==> src/rtl/mem_wb_stage.sv <==
// Memory-stage controller and MEM/WB pipeline register. ALU results pass straight through;
// loads and stores run a req/ready/rvalid handshake with data memory and stall upstream until done.
module mem_wb_stage (
    input  logic        clk,
    input  logic        rst,
    input  logic        valid,
    input  logic [31:0] aluresult,
    input  logic [31:0] storedata,
    input  logic [4:0]  rd,
    input  logic [2:0]  funct3,
    input  logic        MemRead,
    input  logic        MemWrite,
    input  logic        MemtoReg,
    input  logic        RegWrite,
    output logic        dmem_req,
    output logic        dmem_we,
    output logic [31:0] dmem_addr,
    output logic [31:0] dmem_wdata,
    output logic [3:0]  dmem_wstrb,
    input  logic        dmem_ready,
    input  logic        dmem_rvalid,
    input  logic [31:0] dmem_rdata,
    output logic        stall,
    output logic [31:0] wbdata,
    output logic [4:0]  rdout,
    output logic        RegWriteout,
    output logic        wbvalid,
    output logic        misalign
);

    typedef enum logic [1:0] {IDLE, REQ, RESP} state_e;

    state_e      state_q, state_d;
    logic [31:0] wbdata_q;
    logic [4:0]  rd_q;
    logic        regwrite_q, wbvalid_q, misalign_q;

    logic        memop, isByte, isHalf, isWord, misaligned, capture;
    logic [3:0]  storeStrb;
    logic [31:0] storeWord, loadData;
    logic [7:0]  loadByte;
    logic [15:0] loadHalf;

    // Unlisted funct3 codes behave as a full word access.
    assign memop      = valid & (MemRead | MemWrite);
    assign isByte     = (funct3 == 3'b000) || (funct3 == 3'b100);
    assign isHalf     = (funct3 == 3'b001) || (funct3 == 3'b101);
    assign isWord     = !isByte && !isHalf;
    assign misaligned = memop & ((isHalf & aluresult[0]) | (isWord & (aluresult[1:0] != 2'b00)));

    always_comb begin
        storeStrb = 4'b1111;
        storeWord = storedata;
        if (isByte) begin
            storeStrb = 4'b0001 << aluresult[1:0];
            storeWord = {4{storedata[7:0]}};
        end else if (isHalf) begin
            storeStrb = 4'b0011 << {aluresult[1], 1'b0};
            storeWord = {2{storedata[15:0]}};
        end
    end

    // funct3[2] selects zero extension (BU/HU).
    assign loadByte = 8'(dmem_rdata >> {aluresult[1:0], 3'b000});
    assign loadHalf = aluresult[1] ? dmem_rdata[31:16] : dmem_rdata[15:0];

    always_comb begin
        loadData = dmem_rdata;
        if (isByte) begin
            loadData = {{24{~funct3[2] & loadByte[7]}}, loadByte};
        end else if (isHalf) begin
            loadData = {{16{~funct3[2] & loadHalf[15]}}, loadHalf};
        end
    end

    always_comb begin
        state_d = state_q;
        stall   = 1'b0;
        capture = 1'b0;
        case (state_q)
            IDLE: begin
                if (memop && !misaligned) begin
                    stall   = 1'b1;
                    state_d = REQ;
                end else begin
                    capture = 1'b1;
                end
            end
            REQ: begin
                if (dmem_ready && MemWrite) begin
                    capture = 1'b1;
                    state_d = IDLE;
                end else begin
                    stall = 1'b1;
                    if (dmem_ready) begin
                        state_d = RESP;
                    end
                end
            end
            RESP: begin
                if (dmem_rvalid) begin
                    capture = 1'b1;
                    state_d = IDLE;
                end else begin
                    stall = 1'b1;
                end
            end
            default: state_d = IDLE;
        endcase
    end

    // Cycles that do not complete an instruction load a bubble; data and rd are held.
    always_ff @(posedge clk) begin
        if (rst) begin
            state_q    <= IDLE;
            wbdata_q   <= '0;
            rd_q       <= '0;
            regwrite_q <= 1'b0;
            wbvalid_q  <= 1'b0;
            misalign_q <= 1'b0;
        end else begin
            state_q <= state_d;
            if (capture) begin
                wbdata_q   <= MemtoReg ? loadData : aluresult;
                rd_q       <= rd;
                regwrite_q <= valid & RegWrite & ~MemWrite & ~misaligned;
                wbvalid_q  <= valid;
                misalign_q <= misaligned;
            end else begin
                regwrite_q <= 1'b0;
                wbvalid_q  <= 1'b0;
                misalign_q <= 1'b0;
            end
        end
    end

    assign dmem_req    = (state_q == REQ);
    assign dmem_we     = dmem_req & MemWrite;
    assign dmem_addr   = {aluresult[31:2], 2'b00};
    assign dmem_wdata  = storeWord;
    assign dmem_wstrb  = MemWrite ? storeStrb : 4'b0000;

    assign wbdata      = wbdata_q;
    assign rdout       = rd_q;
    assign RegWriteout = regwrite_q;
    assign wbvalid     = wbvalid_q;
    assign misalign    = misalign_q;

endmodule

==> config.mk <==
export PLATFORM = sky130hd
export DESIGN_NAME = mem_wb_stage
export DESIGN_NICKNAME = d
export VERILOG_FILES = /design/src/rtl/mem_wb_stage.sv
export SDC_FILE = /design/constraint.sdc
export NUM_CORES = 1
export LEC_CHECK = 0
export ABC_AREA = 1
export CAP_MARGIN = 0
export CORE_MARGIN = 2
export CORE_UTILIZATION = 40
export CTS_CLUSTER_DIAMETER = 150
export CTS_CLUSTER_SIZE = 10
export DETAILED_ROUTE_END_ITERATION = 8
export PLACE_DENSITY = 0.88
export SLEW_MARGIN = 0
export SYNTH_ARGS = -nofsm -noshare
export SYNTH_HDL_FRONTEND = slang
export SYNTH_SLANG_ARGS = --single-unit
==> constraint.sdc <==
create_clock -name clk -period 4.6 [get_ports clk]
set_input_delay 1.38 -clock clk [delete_from_list [all_inputs] [get_ports clk]]
set_output_delay 1.38 -clock clk [all_outputs]
set_load 0.1 [all_outputs]
After elaboration in Yosys (flattened, before gate mapping)
Index checks and enable logic that the tools add are counted.
Widths: inputs -> output; s select.
{"block": "classes", "n_eq_ne": 8, "reduce_logical": 13, "n_shift": 3, "n_mux": 22, "bitwise_logic": 16}
{"cell": "$mux 32", "n": 5}
{"cell": "$shr 32x5->8", "n": 1}
{"cell": "$mux 16", "n": 1}
{"cell": "$mux 4", "n": 3}
{"cell": "$and 1x1->1", "n": 10}
{"cell": "$mux 2", "n": 4}
{"cell": "$eq 3x3->1 const B", "n": 2}
{"cell": "$mux 1", "n": 6}
{"cell": "$pmux 1 s3", "n": 2}
{"cell": "$pmux 2 s3", "n": 1}
{"cell": "$ne 2x2->1 const B", "n": 2}
{"cell": "$not 1->1", "n": 4}
{"cell": "$shl 1x2->4 const A", "n": 1}
{"cell": "$shl 2x2->4 const A", "n": 1}
{"cell": "$eq 3x1->1 const B", "n": 1}
{"cell": "$logic_and 1x1->1", "n": 3}
{"cell": "$logic_not 1->1", "n": 3}
{"cell": "$logic_not 3->1", "n": 1}
{"cell": "$ne 3x1->1 const B", "n": 1}
{"cell": "$reduce_and 3->1", "n": 1}
{"cell": "$eq 2x1->1 const B", "n": 1}
{"cell": "$eq 2x2->1 const B", "n": 1}
{"cell": "$logic_not 2->1", "n": 1}
{"cell": "$logic_or 1x1->1", "n": 2}
{"cell": "other kinds (3)", "n": 4}
{"block": "word_totals", "out_inout_bits": 111, "input_bits": 113, "regBits": 42, "word_cells": 68}

Longest topological paths before layout
{"block": "logic_depth", "ltp_word": 13, "ltp_mapped": 13, "mapped_depth_nobuf": 11}

Worst setup path after synthesis
No wires, ideal clock.
{"block": "synth_timing", "path_kind": "input-to-output", "startpoint": "input port funct3[1]", "endpoint": "output port dmem_wdata[10]", "t_arrival_ns": 4.262, "n_path_buf": 3, "path_slack_ns": -1.042, "cell_stages": 7, "required_time_ns": 3.220, "path_cell_list": "buf_4 > inv_2 > nand2_1 > inv_1 > buf_2 > buf_2 > o21ai_0"}
{"block": "synth_between", "elab_chain_len": 3, "word_cells_on_any_way": 4, "cone_classes": "eq/ne: 1; mux: 1; reduce/logical: 2"}
{"item": "start, declared", "line_no": "10", "text": "input logic [2:0] funct3,"}
{"item": "$eq 3x3->1 / $logic_not 3->1 (equally long branches)", "line_no": "46", "text": "assign isByte = (funct3 == 3'b000) || (funct3 == 3'b100);"}
{"item": "$logic_or 1x1->1 *", "line_no": "46"}
{"item": "$mux 32 *", "line_no": "54", "text": "if (isByte) begin"}
{"item": "end, declared", "line_no": "18", "text": "output logic [31:0] dmem_wdata,"}
Every way passes the cells marked *; elsewhere a longest branch is shown, timed or not.

Final worst setup path
{"block": "layout_timing", "startpoint": "input port funct3[1]", "endpoint": "output port dmem_wstrb[1]"}
{"block": "layout_between", "elab_chain_len": 5, "word_cells_on_any_way": 9, "cone_classes": "eq/ne: 3; mux: 3; reduce/logical: 3"}
{"item": "$eq 3x1->1 / $eq 3x3->1 (equally long branches)", "line_no": "47", "text": "assign isHalf = (funct3 == 3'b001) || (funct3 == 3'b101);"}
{"item": "$logic_or 1x1->1", "line_no": "47"}
{"item": "$mux 4", "line_no": "57", "text": "end else if (isHalf) begin"}
{"item": "$mux 4 *", "line_no": "54"}
{"item": "$mux 4 *", "line_no": "141", "text": "assign dmem_wstrb = MemWrite ? storeStrb : 4'b0000;"}
{"item": "end, declared", "line_no": "19", "text": "output logic [3:0] dmem_wstrb,"}
Marked as above.

==> key figures <==
Status
  • Status: completed

Worst setup path
  • Cell at the slowest stage of the critical path: clkdlybuf4s50_1
  • Critical path buffers and inverters: 3
  • Crit path capture type: output port
  • CP max FO: 34
  • Kind of critical path: in -> out
  • Family with the most delay on the worst path: buffers and inverters
  • CP Cell Sequence: clkdlybuf4s50_1 > buf_4 > nor2_4 > nand2_2 > nand2_1 > a21oi_1 > buf_12
  • Max stage delay on crit path: about 0.52 ns
  • CP arrival: 3.04 ns
  • WP data required: ~3.2 ns
  • Startpoint Class: input pin

Clock tree
  • Clk_lat worst skew: ~0.30 ns
  • Total CTS buffers: 5
  • CTS H-tree lvls: 2
  • Clock net sink count: 42
  • CTS clk-pin slew, worst paths: roughly 0.070 ns
  • Resized Gates After CTS: 0
  • CTS tree: built
  • CTS Hold Bufs: 0
  • Clock Path Buffers: 2
  • Clock root buffer: clkbuf_8
  • Post-CTS setup buffer count: 0

Finish
  • Antenna Cells: 0
  • Fin cells: approximately 860
  • Core Util, Final: just under 70%
  • Final Instance Area: about 5700 sq um
  • Fin nets: 865
  • Synthesis-to-finish area growth: 65.8%
  • Share of layout cells above drive strength 1: 16.1%

Floorplanning
  • Starting Density: between 40% and 50%
  • Ports: ~220
  • Die area: slightly above 9000 sq um
  • Row Count: 33
  • Core box area: 8220 sq um
  • Die Ht: 96.3 um
  • Die X: slightly below 100 um

Power
  • Leakage: 2.73 nW
  • PwrDens: about 330 nW/um^2
  • Max VDD drop: 0.000183 V
  • Sw Share: between 50 and 60%
  • Psw: 0.971 mW
  • Reg power frac: between 20% and 30%
  • Clock power frac: ~16%
  • Comb power frac: 61.5%
  • Cell-internal power: slightly below 0.9 mW

Timing
  • Setup_tns: 0 ns
  • Slew headroom: between 20 and 30%
  • Fmax: 226 MHz
  • Min Tclk post-route: roughly 4.4 ns
  • Post-Route Skew: roughly 0.0075 ns
  • # setup viols final: 0
  • Final period utilization: 96.0%
  • Slew @ Worst Pin: approximately 1.1 ns
  • Final slew viol count: 0
  • RSZ-0062 raised after global routing: false
  • Final count of hold timing violations: 0
  • Hold_ws: roughly 0.47 ns

Global route
  • GR Util All Layers: ~27%
  • Total grt overflow: 0
  • Initial antenna violation count: 0
  • Largest net degree at the start of global routing: 54
  • Global-route wire length before repair: ~19 mm
  • Vias in the first global route: about 4100

Synth
  • Gate Count Post-Synth: 589
  • Cell taking the most area after synthesis: dfxtp_1
  • Yosys synthesis warning count: 0
  • Distinct cells, synth: 27
  • Top cells by count, synth: 200 x nand2_1, 59 x nor2_1, 46 x buf_4, 46 x nand3_1
  • Top-area cell type share of the netlist area: around a quarter
  • Ys async rst share: 0%
  • Register area share after synthesis: about a quarter
  • Synth top area cells: dfxtp_1 25%, nand2_1 22%, buf_4 10%, nand3_1 6.8%, nor2_1 6.5%
  • Post-synth EDFFs: 0
  • Seq cells post-synth: 42
  • Mean post-synth cell area: between 5 and 6 sq um
  • Synthesized area: 3410 sq um
  • Top-count cell post-synth: nand2_1
  • Ys flop type: dfxtp_1

Placement
  • Placed inst area: 5540 sq um
  • Global placement routability congestion: around 0.93
  • I/O Buffers: 221
  • HPWL after DPL: about 10 mm
  • Cells after DPL: between 800 and 900

Routing
  • Wirelength per Cell: ~15 um
  • Detailed Route WL: roughly 13 mm
  • DRC Markers: 0
  • Via Count: roughly 4300
  • Starting DRC count in detailed routing: a little over 300
  • First drt pass iteration count: 5
  • Vias per cell: 5.01
  • DRT antenna net count: 0

Min path
  • Hold Path Class: reg -> reg

Run
  • Max_cap viols: 0
worst reg2reg max path, stage by stage, from the launching register on:
cell and delay [ns]:
dfxtp_1 0.34, inv_1 0.07, nor2_1 0.19, a21oi_1 0.14, nand2_4 0.40, nand2_2 0.26, nor2_1 0.19, nand2_1 0.07
nand2_1 0.05
flip-flops by register name, summed over array words and instances, names as in the netlist:
name         cells
wbdata          32
RegWriteout      1
wbvalid          1
rdout            5
misalign         1
state_q          2
final cells by class:
type,instances,area [sq um]
Fill cell,686,2570
Timing Repair Buffer,226,2450
Multi-Input combinational cell,429,1940
Sequential cell,42,841
Inverter,48,183
Tap cell,105,131
Clock buffer,5,68.8
Clock inverter,3,40.0
final timing paths:
check        slack, ns  cells after the start                       to                    start
max               0.18                      7            dmem_wstrb[1]                funct3[1]
max reg2reg       2.83                      8  wbdata[14]$_SDFFE_PP0P_  state_q[0]$_SDFFE_PP0P_
min               0.47                      2  wbdata[13]$_SDFFE_PP0P_  wbdata[13]$_SDFFE_PP0P_
min reg2reg       0.47                      2  wbdata[13]$_SDFFE_PP0P_  wbdata[13]$_SDFFE_PP0P_
power by group through the flow:
stage	combinational [mW]	clock (mW)	sequential [mW]
finish	1.14	0.292	0.425
global route	1.19	0.315	0.429
CTS	1.14	0.301	0.424
detailed placement	1.14	0	0.432
global placement	1.13	0	0.431
floorplan	0.524	0	0.722
cell usage in the layout (no fill, tap or decap), drive strengths merged:
| master | count |
|---|---|
| clkdlybuf4s50 | 152 |
| conb | 2 |
| o211ai | 5 |
| clkinv | 2 |
| inv | 48 |
| nand2 | 206 |
| o21a | 2 |
| nor3 | 2 |
| nand3b | 1 |
| clkbuf | 5 |
| nand3 | 49 |
| dfxtp | 42 |
| nor3b | 1 |
| bufinv | 1 |
| nand4 | 4 |
| buf | 74 |
| nor2 | 62 |
| a22oi | 3 |
| a21oi | 30 |
| o21ai | 43 |
| or2 | 19 |
stage by stage:
step / power [mW] / worst slack [ns]
floorplan: 1.25 / -0.362
global placement: 1.56 / 0.220
detailed placement: 1.57 / 0.196
CTS: 1.87 / 0.195
global route: 1.94 / 0.0930
finish: 1.86 / 0.184
kinds of logic after synthesis:
logic type | count (synthesis) | share of synthesized area, %
buf+inv | 119 | 18.9
flops | 42 | 24.7
other cells | 1 | 0.110
simple gates | 344 | 43.4
compound gates | 83 | 12.9
per-layer routing:
metal  vias to the layer above  global-route usage [%]  wire length (um)
li1                       2147                       -                 -
met1                      1892                    31.2              4880
met2                       224                    46.8              6210
met3                        36                    8.07              1190
met4                         0                    9.51               405
met5                         -                       0                 0
Note: power is estimated with default switching activity, not from simulation.
